===== src/rtl/sync_up_counter.sv =====
// rtl/sync_up_counter.sv - start/enable up-counter with one-shot or continuous wrap and terminal-count pulse
// Optional wrap counter output enabled by defining SYNC_UP_COUNTER_WRAP_COUNT_EN.
module sync_up_counter #(
    parameter int WIDTH = 2
) (
    input  logic             clk,
    input  logic             rst,
    input  logic             start,
    input  logic             en,
    input  logic             one_shot,
    input  logic             load,
    input  logic [WIDTH-1:0] load_val,
    input  logic [WIDTH-1:0] max_val,
    output logic [WIDTH-1:0] q,
    output logic             tc,
    output logic             busy,
`ifdef SYNC_UP_COUNTER_WRAP_COUNT_EN
    output logic             done,
    output logic [7:0]       wraps
`else
    output logic             done
`endif
);

    typedef enum logic [1:0] {
        S_IDLE = 2'd0,
        S_RUN  = 2'd1,
        S_DONE = 2'd2
    } state_t;

    state_t           r_state;
    state_t           w_state_nxt;
    logic [WIDTH-1:0] r_q;
    logic [WIDTH-1:0] w_q_nxt;
    logic             r_tc;
    logic             w_tc_nxt;
    logic             r_done;
    logic             w_done_nxt;
    logic             r_one_shot;
    logic             w_one_shot_nxt;
`ifdef SYNC_UP_COUNTER_WRAP_COUNT_EN
    logic [7:0]       r_wraps;
    logic [7:0]       w_wraps_nxt;
`endif

    always_ff @(posedge clk or posedge rst) begin
        if (rst) begin
            r_state    <= S_IDLE;
            r_q        <= '0;
            r_tc       <= 1'b0;
            r_done     <= 1'b0;
            r_one_shot <= 1'b0;
`ifdef SYNC_UP_COUNTER_WRAP_COUNT_EN
            r_wraps    <= 8'd0;
`endif
        end else begin
            r_state    <= w_state_nxt;
            r_q        <= w_q_nxt;
            r_tc       <= w_tc_nxt;
            r_done     <= w_done_nxt;
            r_one_shot <= w_one_shot_nxt;
`ifdef SYNC_UP_COUNTER_WRAP_COUNT_EN
            r_wraps    <= w_wraps_nxt;
`endif
        end
    end

    always_comb begin
        w_state_nxt    = r_state;
        w_q_nxt        = r_q;
        w_tc_nxt       = 1'b0;
        w_done_nxt     = 1'b0;
        w_one_shot_nxt = r_one_shot;
`ifdef SYNC_UP_COUNTER_WRAP_COUNT_EN
        w_wraps_nxt    = r_wraps;
`endif
        if (load) begin
            // DONE is a one-cycle state and still retires to IDLE under load
            w_q_nxt = load_val;
            if (r_state == S_DONE) begin
                w_state_nxt = S_IDLE;
            end
        end else begin
            case (r_state)
                S_IDLE: begin
                    if (start) begin
                        w_q_nxt        = '0;
                        w_one_shot_nxt = one_shot;
                        w_state_nxt    = S_RUN;
`ifdef SYNC_UP_COUNTER_WRAP_COUNT_EN
                        w_wraps_nxt    = 8'd0;
`endif
                    end
                end
                S_RUN: begin
                    if (en) begin
                        if (r_q == max_val) begin
                            w_tc_nxt = 1'b1;
                            if (r_one_shot) begin
                                w_done_nxt  = 1'b1;
                                w_state_nxt = S_DONE;
                            end else begin
                                w_q_nxt = '0;
`ifdef SYNC_UP_COUNTER_WRAP_COUNT_EN
                                if (r_wraps != 8'hFF) begin
                                    w_wraps_nxt = r_wraps + 8'd1;
                                end
`endif
                            end
                        end else begin
                            w_q_nxt = r_q + WIDTH'(1);
                        end
                    end
                end
                S_DONE: begin
                    w_state_nxt = S_IDLE;
                end
                default: begin
                    w_state_nxt = S_IDLE;
                end
            endcase
        end
    end

    assign q    = r_q;
    assign tc   = r_tc;
    assign done = r_done;
    assign busy = (r_state == S_RUN);
`ifdef SYNC_UP_COUNTER_WRAP_COUNT_EN
    assign wraps = r_wraps;
`endif

endmodule


===== config.mk =====
export PLATFORM = sky130hd
export DESIGN_NAME = sync_up_counter
export DESIGN_NICKNAME = d
export VERILOG_FILES = /design/src/rtl/sync_up_counter.sv
export SDC_FILE = /design/constraint.sdc
export NUM_CORES = 1
export LEC_CHECK = 0
export ABC_AREA = 0
export BUFFER_PORTS_ARGS = -buffer_cell sky130_fd_sc_hd__buf_2
export CAP_MARGIN = 15
export CORE_MARGIN = 2
export CORE_UTILIZATION = 30
export CTS_CLUSTER_DIAMETER = 100
export CTS_CLUSTER_SIZE = 28
export DETAILED_ROUTE_END_ITERATION = 8
export GPL_ROUTABILITY_DRIVEN = 1
export SYNTH_ARGS = -nofsm -noshare
export SYNTH_HDL_FRONTEND = slang
export SYNTH_SLANG_ARGS = --single-unit

===== constraint.sdc =====
create_clock -name clk -period 1.5 [get_ports clk]
set_input_delay 0.3 -clock clk [delete_from_list [all_inputs] [get_ports clk]]
set_output_delay 0.3 -clock clk [all_outputs]
set_load 0.05 [all_outputs]

==> impl_metrics.ini <==
[outcome]
status = finished clean

[grt]
grt_antenna_before_repair = 0
grt_pass1_wl_mm = 1.483
grt_max_degree = 8
grt_usage_pct = 15.20
first_global_vias = 349
overflow = 0

[setup_path]
critPathBufInv = 0
critPathMaxStageDelay_ns = 0.46
critPathTopFamily = flip-flops
r2r_setup_slack_ns = 0.07
path_cells = mux2_4 -> a21oi_4 -> nor4_1 -> a221o_1
criticalPathCategory = reg2reg
cp.arrival_ns = 1.57
critPathSlowestCell = dfrtp_2
endpoint_kind = flop
required_ns = 1.64
startpoint_type = flop
cp_max_fo = 7

[drt]
wl_per_cell_um = 12.82
ant_nets = 0
drt_iter0_markers = 14
wl_um = 974
via_per_inst = 5.237
drtPass1Iterations = 4
num_vias = 398
post-route-drc-count = 0

[floorplanning]
start_util_pct = 31.27
die_y_um = 40.13
die-area_um2 = 1610
io_pins = 15
core_um2 = 1252
die_w_um = 40.13
floorplan.rows = 13

[sta]
setup_violations = 0
hold_viol_final = 0
tightest_slew_ns = 0.2925
slew_headroom_pct = 80.32
period_needed_ns = 1.432
fin_ws_ns = 0.06774
fin_skew_ns = 0.001130
drv_slew = 0
timing.setup.tns_ns = 0
max_freq_ghz = 0.6982
post-route-period-util_pct = 95.48

[power_and_ir_drop]
power.switching_mw = 0.4214
p_sw_share_pct = 45.07
p_int_mw = 0.5136
total_power_mw = 0.9349
seqPwrFrac_pct = 33.1
leakagePower_nw = 0.2676
max-vdd-ir-drop_mv = 0.7864
clkPwrFrac_pct = 19.1
power_frac_comb_pct = 47.8
power.density_nw_per_um2 = 1691

[clock_tree]
clk_latency_ns = 0.26
cts_tree = yes
cts_inserted_buffers = 3
cts_num_sinks = 7
root_buffer = clkbuf_4
clk_pin_slew_ns = 0.06
clk_path_buf_depth = 2
htreeDepth = 1

[synthesis]
ys.flop_type = dfrtp_1
synth_fa_ha_area_share_pct = 0
synth-simple-area-share_pct = 19.81
synthDistinctLibCells = 23
synth_most_common_cell = dfrtp_1
syn_inst = 40
synthTopCellsByCount = dfrtp_1 (7), inv_1 (4), nand2_1 (4)
yosysTopAreaCell = dfrtp_1
ys_seq_elements = 7
synth_area_um2 = 391.6
synth_top_cell_area_share_pct = 44.73
muxShareOfSynthArea_pct = 6.709
synth-compound-area-share_pct = 20.45
async_flop_share_pct = 100.0
synth_edf_count = 0
synth.area.top_cells = dfrtp_1 (45%), a221o_1 (5.1%), xor2_1 (4.5%), inv_1 (3.8%), mux2_4 (3.8%)
ys_seq_area_share_pct = 44.73
synth_warnings = 0
synth_area_per_cell_um2 = 9.791
synth_nets = 50
synth_top_family_by_area = compound AO/OA/AOI/OAI gates
synthXorXnorAreaFrac_pct = 4.473

[cells_and_area]
finalNetCount = 72
synthToLayoutAreaGrowth_pct = 41.21
nFillCells = 120
final_util_pct = 44.16
antenna_cells = 0
drive_gt1_share_pct = 42.62

[place]
pre_cts_slack_ns = 0.02205
io_buffers = 14
routabilityCongestion = 0.7554

[run]
drv_cap = 0

[worst_hold_path]
min_path_type = in2reg
[logic make-up after synthesis]
logic type | count (synthesis)
buffers and inverters | 4
AOI/OAI and AO/OA | 10
muxes | 2
DFF | 7
and+or+nand+nor | 15
xor gates and xnor gates | 2
[state kept, by name (all words and copies together), names as in the netlist]
signal      flops
q               2
r_state         2
done            1
r_one_shot      1
tc              1
[metal layers]
metal  vias up  part of all wire, %  global-route usage (%)
li1        189                    -                       -
met4         0                  2.0                   10.34
met3         4                   11                   6.667
met1       178                   41                   16.67
met2        27                   46                   23.39
met5         -                    0                       0
[power groups by stage]
stage                     sequential [mW]  clock (mW)  combinational [mW]
after floorplan                     0.393           0               0.210
after global placement              0.307           0               0.422
after detailed placement            0.308           0               0.425
after CTS                           0.306       0.185               0.437
after global routing                0.319       0.199               0.480
final                               0.309       0.178               0.447
[what timing repair did]
item,in CTS,in global routing
hold buffers,1,0
buffers inserted,0,0
resized for setup,2,2
pin swaps,0,1
gates cloned,0,0
endpoints found under the hold margin,7,0
endpoints found under the setup margin,2,2
[cell type report]
type | count | area [um^2] | area share (%)
flip-flops and latches | 7 | 178.9 | 32.35
clock buffers | 3 | 22.52 | 4.072
well taps | 15 | 18.77 | 3.394
clock inverters | 1 | 5.005 | 0.9050
multi-input cells | 29 | 215.2 | 38.91
inverters | 4 | 15.01 | 2.715
repair buffers | 17 | 97.59 | 17.65
[stage by stage]
stage	std cells	area [um^2]	hold WS (ns)
finish	76	553.0	0.2532
global route	76	553.0	0.2549
CTS	76	539.3	0.2442
detailed placement	71	498.0	0.2379
global placement	71	498.0	0.2341
floorplan	40	394.1	0.1033
[layout by cell type, fill, tap and decap left out, drive strengths merged]
master,Yosys,routed
dlygate4sd3,0,1
a21oi,1,1
clkinv,0,1
o2bb2a,1,1
nor2,3,3
buf,0,16
o21ai,1,1
a31o,1,1
a221o,2,2
nand3,1,1
nand4,1,1
nand2,4,4
xor2,2,2
clkbuf,0,3
mux2,2,2
and3,1,1
a31oi,1,1
nor4,1,1
o22ai,1,1
a21boi,1,1
nor2b,2,2
dfrtp,7,7
and2,1,1
inv,4,4
nor4b,1,1
o211ai,1,1
[final timing paths]
path | to | depth (start not counted) | from
worst max-delay path | q[0] | 4 | r_state[0]
worst min-delay path | r_one_shot | 2 | one_shot
worst max register to register | q[0] | 4 | r_state[0]
worst min register to register | q[1] | 2 | q[1]
max in group asynchronous | r_state[0] | 3 | rst
min in group asynchronous | q[1] | 3 | rst
No activity file was read; power rests on OpenSTA's default activity.
